File: src/rtl/fb_scanout_arbiter.sv
// Single-port framebuffer BRAM arbiter: scanout reads have hard priority, writer fills
// the back buffer in free cycles; front/back select swaps only on a new-frame pulse.
module fb_scanout_arbiter #(
    parameter int ADDR_W  = 17,
    parameter int DATA_W  = 16,
    parameter int MEM_LAT = 2
) (
    input  logic              clk_in,
    input  logic              rst_in,
    input  logic              nf_in,
    input  logic              scan_req_in,
    input  logic [ADDR_W-1:0] scan_addr_in,
    output logic              scan_rvalid_out,
    output logic [DATA_W-1:0] scan_rdata_out,
    input  logic              wr_valid_in,
    input  logic [ADDR_W-1:0] wr_addr_in,
    input  logic [DATA_W-1:0] wr_data_in,
    output logic              wr_ready_out,
    input  logic              swap_req_in,
    output logic              swap_pending_out,
    output logic              swap_done_out,
    output logic              front_sel_out,
    output logic [15:0]       wr_stall_cnt_out,
    output logic              mem_en_out,
    output logic              mem_we_out,
    output logic [ADDR_W:0]   mem_addr_out,
    output logic [DATA_W-1:0] mem_wdata_out,
    input  logic [DATA_W-1:0] mem_rdata_in
);

    typedef enum logic [0:0] {
        ST_RUN       = 1'b0,
        ST_SWAP_PEND = 1'b1
    } state_t;

    state_t              state_q, state_d;
    logic                front_sel_q, front_sel_d;
    logic                swap_done_q, swap_done_d;
    logic [15:0]         stall_cnt_q, stall_cnt_d;
    logic                mem_en_q, mem_en_d;
    logic                mem_we_q, mem_we_d;
    logic [ADDR_W:0]     mem_addr_q, mem_addr_d;
    logic [DATA_W-1:0]   mem_wdata_q, mem_wdata_d;
    logic [MEM_LAT:0]    tag_q, tag_d;
    logic                wr_ready_s;
    logic                wr_grant_s;
    logic                wr_stall_s;

    // Next-state logic: port grant, read-tag pipe, swap FSM and stall counter
    always_comb begin
        state_d     = state_q;
        front_sel_d = front_sel_q;
        swap_done_d = 1'b0;
        stall_cnt_d = stall_cnt_q;
        mem_en_d    = 1'b0;
        mem_we_d    = 1'b0;
        mem_addr_d  = mem_addr_q;
        mem_wdata_d = mem_wdata_q;

        // Writes are held off while a swap is armed so none can straddle the toggle
        wr_ready_s = (state_q == ST_RUN) & ~scan_req_in & rst_in;
        wr_grant_s = wr_valid_in & wr_ready_s;
        wr_stall_s = wr_valid_in & ~wr_ready_s;

        if (scan_req_in) begin
            mem_en_d   = 1'b1;
            mem_we_d   = 1'b0;
            mem_addr_d = {front_sel_q, scan_addr_in};
        end else if (wr_grant_s) begin
            mem_en_d    = 1'b1;
            mem_we_d    = 1'b1;
            mem_addr_d  = {~front_sel_q, wr_addr_in};
            mem_wdata_d = wr_data_in;
        end else begin
            mem_en_d = 1'b0;
            mem_we_d = 1'b0;
        end

        tag_d = {tag_q[MEM_LAT-1:0], scan_req_in};

        case (state_q)
            ST_RUN: begin
                if (swap_req_in) begin
                    state_d = ST_SWAP_PEND;
                end else begin
                    state_d = ST_RUN;
                end
            end
            ST_SWAP_PEND: begin
                if (nf_in) begin
                    front_sel_d = ~front_sel_q;
                    swap_done_d = 1'b1;
                    state_d     = ST_RUN;
                end else begin
                    state_d = ST_SWAP_PEND;
                end
            end
            default: begin
                state_d = ST_RUN;
            end
        endcase

        if (nf_in) begin
            stall_cnt_d = 16'd0;
        end else if (wr_stall_s && (stall_cnt_q != 16'hFFFF)) begin
            stall_cnt_d = stall_cnt_q + 16'd1;
        end else begin
            stall_cnt_d = stall_cnt_q;
        end
    end

    // State and output registers
    always_ff @(posedge clk_in or negedge rst_in) begin
        if (!rst_in) begin
            state_q     <= ST_RUN;
            front_sel_q <= 1'b0;
            swap_done_q <= 1'b0;
            stall_cnt_q <= 16'd0;
            mem_en_q    <= 1'b0;
            mem_we_q    <= 1'b0;
            mem_addr_q  <= {(ADDR_W+1){1'b0}};
            mem_wdata_q <= {DATA_W{1'b0}};
            tag_q       <= {(MEM_LAT+1){1'b0}};
        end else begin
            state_q     <= state_d;
            front_sel_q <= front_sel_d;
            swap_done_q <= swap_done_d;
            stall_cnt_q <= stall_cnt_d;
            mem_en_q    <= mem_en_d;
            mem_we_q    <= mem_we_d;
            mem_addr_q  <= mem_addr_d;
            mem_wdata_q <= mem_wdata_d;
            tag_q       <= tag_d;
        end
    end

    // Read data is gated by reset so every output reads 0 while held in reset
    assign scan_rvalid_out  = tag_q[MEM_LAT];
    assign scan_rdata_out   = rst_in ? mem_rdata_in : {DATA_W{1'b0}};
    assign wr_ready_out     = wr_ready_s;
    assign swap_pending_out = (state_q == ST_SWAP_PEND);
    assign swap_done_out    = swap_done_q;
    assign front_sel_out    = front_sel_q;
    assign wr_stall_cnt_out = stall_cnt_q;
    assign mem_en_out       = mem_en_q;
    assign mem_we_out       = mem_we_q;
    assign mem_addr_out     = mem_addr_q;
    assign mem_wdata_out    = mem_wdata_q;

endmodule

File: config.mk
export PLATFORM = sky130hd
export DESIGN_NAME = fb_scanout_arbiter
export DESIGN_NICKNAME = d
export VERILOG_FILES = /design/src/rtl/fb_scanout_arbiter.sv
export SDC_FILE = /design/constraint.sdc
export NUM_CORES = 1
export LEC_CHECK = 0
export CAP_MARGIN = 20
export CORE_ASPECT_RATIO = 1.1
export CORE_UTILIZATION = 42
export CTS_CLUSTER_SIZE = 10
export DETAILED_ROUTE_END_ITERATION = 6
export HOLD_SLACK_MARGIN = 0.08
export PLACE_DENSITY_LB_ADDON = 0.08
export SLEW_MARGIN = 10
export SYNTH_ARGS = -nofsm -noshare
export SYNTH_HDL_FRONTEND = slang
export SYNTH_SLANG_ARGS = --single-unit
File: constraint.sdc
create_clock -name clk_in -period 4 [get_ports clk_in]
set_clock_uncertainty 0.15 [all_clocks]
set_input_delay 0.4 -clock clk_in [delete_from_list [all_inputs] [get_ports clk_in]]
set_output_delay 0.4 -clock clk_in [all_outputs]
set_load 0.03 [all_outputs]
==> Yosys cells after proc, flatten, opt, wreduce, memory -nomap -nowiden <==
Index checks and enable logic that the tools add are counted.
{ "totals": {"word_cells": 37, "input_bits": 72, "reg_bits": 58} }
{ "classes": {"n_bitwise": 8, "eq_ne": 1, "muxes": 13, "reduce_logical": 5, "n_addsub": 1} }
{ "op_table": {"columns": ["cell", "n"], "rows": [
  ["2-to-1 mux 16 bit", 3],
  ["2-to-1 mux 18 bit", 2],
  ["adder 16 x 1 -> 16 bit, second input constant", 1],
  ["!= test 16 bit, second input constant", 1],
  ["2-to-1 mux 1 bit", 7],
  ["bitwise AND 1 bit", 4],
  ["inverter 1 bit", 4],
  ["AND reduction 2 bit", 2],
  ["nonzero test 2 bit", 2],
  ["one-hot mux 1 bit (2 select lines)", 1],
  ["logical AND 1 bit", 1]
]} }

==> Longest topological paths before layout <==
{ "logic_depth": {"ltp_word": 8, "mapped_depth": 7} }

==> Worst setup path before layout <==
No wires, ideal clock.
{ "synth_path": {"kind": "register to register", "start": "reg stall_cnt_q[0], in the netlist wr_stall_cnt_out[0]", "end": "reg stall_cnt_q[10], in the netlist wr_stall_cnt_out[10]", "setup_slack_ns": 1.982, "required_ns": 3.772, "t_arrival_ns": 1.790, "path_buffers": 0, "period_less_slack_ns": 2.018, "stages_incl_launch_ff": 6, "path_cell_list": "dfrtp_1 > ha_1 > nand4_1 > nand4bb_4 > or4_1 > a21oi_1"} }
{ "synth_via": {"elab_chain_len": 3} }
{ "synth_lines": {"columns": ["item", "line", "text"], "rows": [
  ["start, declared", "39", "logic [15:0] stall_cnt_q, stall_cnt_d;"],
  ["start signal, assigned", "128", "stall_cnt_q <= stall_cnt_d;"],
  ["adder 16 x 1 -> 16 bit or != test 16 bit (tied branches)", "106, 105", null],
  ["2-to-1 mux 16 bit or logical AND 1 bit (tied branches)", "105", "end else if (wr_stall_s && (stall_cnt_q != 16'hFFFF)) begin"],
  ["2-to-1 mux 16 bit or nonzero test 2 bit (tied branches)", null, null]
]} }
Several ways; a longest one is shown, not always the timed one. The select of a mux whose other input is x is not followed.
A chain may end at the register's enable or synchronous reset.

==> Final worst setup path <==
{ "layout_path": {"start": "in rst_in", "end": "out wr_ready_out"} }
{ "layout_via": {"elab_chain_len": 1} }
{ "layout_lines": {"columns": ["item", "line", "text"], "rows": [
  ["start, declared", "9", "input logic rst_in,"],
  ["bitwise AND 1 bit", "61", "wr_ready_s = (state_q == ST_RUN) & ~scan_req_in & rst_in;"],
  ["end, declared", "18", "output logic wr_ready_out,"]
]} }
Every way passes these cells.

==> metrics.txt <==
status=completed; Hold Vio Cnt, Final=0; max incr delay on CP=0.66 ns; Hold Path End=tag_q[2]; layout cells sized above 1=6.78%; ANT nets after route=0; overall power=1.67 mW; Synth area leader=dfrtp_1; Multi-input gate area=1080 sq um; Max Slew Vio Count=0; antenna violations before repair=0; min Tclk post-route=3.12 ns; Nets=497; Total Die Area=6660 sq um; synth unique cells=34; port buffer count=144; drt pass-1 iters=4; Hold Crit Start=tag_q[1]; Clk pin slew, worst setup/hold paths=0.06 ns; first-pass GRT wire length=12,600 microns; Via density=5.10; final cell area excluding filler cells=4340 sq um; Slew HR=31.7%; Power Dens Cells=384 nW/um^2; Post-DP HPWL=5560 microns; CTS Buf Count=9; CP max FO=29; chip width=77.9 microns; Mapped Area=2660 sq um; later-pin clock latency in the skew report=0.33 ns; Register-to-Register Path Depth=5; internal reg-to-reg setup slack=1.59 ns; hold depth=0; Synth-to-Final Area Change=63.0%; VDD IR max=195 uV; grt total ovfl=0; clock sink count=58; Slew @ Worst Pin=1.02 ns; GR met3 Demand/Resource=7.42%; initial drt markers=193; required time worst endpoint=3.45 ns; Arr. time, crit path=2.57 ns; max frequency=321 MHz; post-synth net total=350; clk buf depth=2; fin crit share=77.9%; vias in the first global route=2,532; mean routed wirelength per cell=15.4 microns; num rows=30; reg-to-reg critical path startpoint=wr_stall_cnt_out[1]; number of diodes=0; busiest grt layer=met2; slowest CP cell=clkdlybuf4s50_1; Post-Route WL=7800 microns; largest cells by area after synthesis=dfrtp_1, nand2_1, and2_1, a22oi_1, o21ai_0; Post CTS Setup Buffer Count=0; Min-Delay Path Class=reg -> reg; Final GP Congestion=0.826; Setup crit end kind=output port; Yosys Warn Count=0; Crit Path Class=in -> out; via total after detailed routing=2,592; placed inst area=4170 sq um; RSZ-0062 raised after global routing=no; fraction of synthesized cell area taken by the top area cell type=54.5%; Starting Density=43.2%; FILL cells=506; H-tree levels=3; critical path launch point type=input pin; synthesized instance count=277; met1 GRT Util=29.8%; Leakage Power=1.85 nW; io pins=145; CTS root buffer=clkbuf_8; Reg area=1450 sq um; gr usage total=24.9%; Post-Syn Area per Cell=9.61 sq um; Setup violations, final=0; Die Y=85.5 microns; core area=6160 sq um; CTS tree=done; max-cap viol count=0; worst reg2reg endpoint=wr_stall_cnt_out[3]; Fin Setup TNS=0 ns; sequential fraction of the synthesis area=54.5%; Cell Chain, Critical Path=dlygate4sd3_1, buf_2, or3b_1, inv_2, clkdlybuf4s50_1; Yosys reg bits=58; residual DRC count=0; largest net degree at the start of global routing=30; met2 usage=42.1%
logic make-up after synthesis:
family	Yosys count	share of synthesized area, %
AOI/OAI and AO/OA	52	12.0
DFF	58	54.5
and+or+nand+nor	127	25.0
adders and majority gates	1	0.470
muxes	7	2.87
xor gates and xnor gates	1	0.329
buffers and inverters	31	4.80
worst max-delay path: cells and delay by family:
family                 cells  cell delay, ns
and+or+nand+nor            1            0.46
buffers and inverters      4            1.68
report_power, final:
part	leakage, nW	switching, mW	internal, mW
Clock	0.0806	0.230	0.216
Sequential	0.733	0.0429	0.658
Combinational	1.04	0.283	0.236
metrics by stage:
step                util [%]  hold slack, ns  setup slack [ns]  std cells
detailed placement      67.7           0.186              1.26        492
global route            70.4           0.215             0.744        508
global placement        67.7           0.182              1.26        492
floorplan                  -         -0.0456              1.98        277
finish                  70.4           0.201             0.884        508
CTS                     70.4           0.205             0.865        508
sequential cells by signal, summed over array words and instances, names as in the netlist:
| name | count |
|---|---|
| swap_done_out | 1 |
| wr_stall_cnt_out | 16 |
| swap_pending_out | 1 |
| mem_wdata_out | 16 |
| tag_q | 3 |
| front_sel_out | 1 |
| mem_we_out | 1 |
| mem_en_out | 1 |
| mem_addr_out | 18 |
layout by cell type, fill, tap and decap left out, types with 2 or more instances in the layout:
| master | n |
|---|---|
| clkdlybuf4s50_1 | 143 |
| dfrtp_1 | 58 |
| nand2_1 | 54 |
| and2_1 | 17 |
| inv_1 | 17 |
| nor2_1 | 16 |
| o21ai_0 | 15 |
| a22oi_1 | 12 |
| a21oi_1 | 11 |
| clkbuf_8 | 9 |
| o31ai_1 | 8 |
| nand3_1 | 7 |
| or4_1 | 7 |
| o22ai_1 | 5 |
| mux2_2 | 5 |
| or3_1 | 4 |
| nor2b_1 | 4 |
| nor4_1 | 4 |
| clkinv_2 | 4 |
| buf_4 | 4 |
| nand4_1 | 3 |
| mux2i_1 | 2 |
| and3_1 | 2 |
| nand2b_1 | 2 |
| clkinvlp_4 | 2 |
area by class of cell:
cell class | instances | area share (%)
Inverter | 18 | 1.56
Clock inverter | 6 | 0.808
Timing Repair Buffer | 149 | 34.0
Tap cell | 80 | 2.31
Clock buffer | 9 | 2.86
Sequential cell | 58 | 33.5
Multi-Input combinational cell | 188 | 25.0
worst max-delay path by stage:
stage               slack, ns                start  cells after the start              endpoint
CTS                      0.87               rst_in                      5          wr_ready_out
global route             0.74               rst_in                      5          wr_ready_out
detailed placement       1.26          scan_req_in                      5          wr_ready_out
floorplan                1.98  wr_stall_cnt_out[0]                      5  wr_stall_cnt_out[10]
finish                   0.88               rst_in                      5          wr_ready_out
global placement         1.26          scan_req_in                      5          wr_ready_out
cells in the mapped netlist:
cell / count
and2_1: 17
o31ai_1: 8
nor2b_1: 4
or3b_1: 1
o22ai_1: 5
nand3_1: 7
o21ai_0: 15
xor2_1: 1
inv_2: 1
nor4b_2: 1
a22oi_1: 12
nand4_2: 1
o41ai_1: 1
a21oi_1: 11
inv_1: 17
and4_1: 1
dfrtp_1: 58
or4_1: 7
nand4bb_1: 1
buf_2: 3
buf_6: 1
mux2i_1: 2
or3_1: 4
mux2_2: 5
nor4_1: 4
nand4_1: 3
nand4bb_4: 1
ha_1: 1
clkbuf_1: 9
nand2_1: 54
nor2_1: 16
nor3_1: 1
nand2b_1: 2
and3_1: 2
metal layers:
| metal | share of wire (%) | vias up | routed length, microns |
|---|---|---|---|
| met3 | 5.7 | 12 | 444 |
| met4 | 2.2 | 0 | 172 |
| met5 | 0 | - | 0 |
| met2 | 50 | 92 | 3930 |
| li1 | - | 1247 | - |
| met1 | 42 | 1241 | 3250 |
timing repair:
| item | 4_1_cts | 5_1_grt |
|---|---|---|
| endpoints found under the setup margin | 0 | 0 |
| resized for setup | 0 | 0 |
| endpoints found under the hold margin | 9 | 0 |
| hold buffers | 1 | 0 |
(Power assumes the default switching activity.)
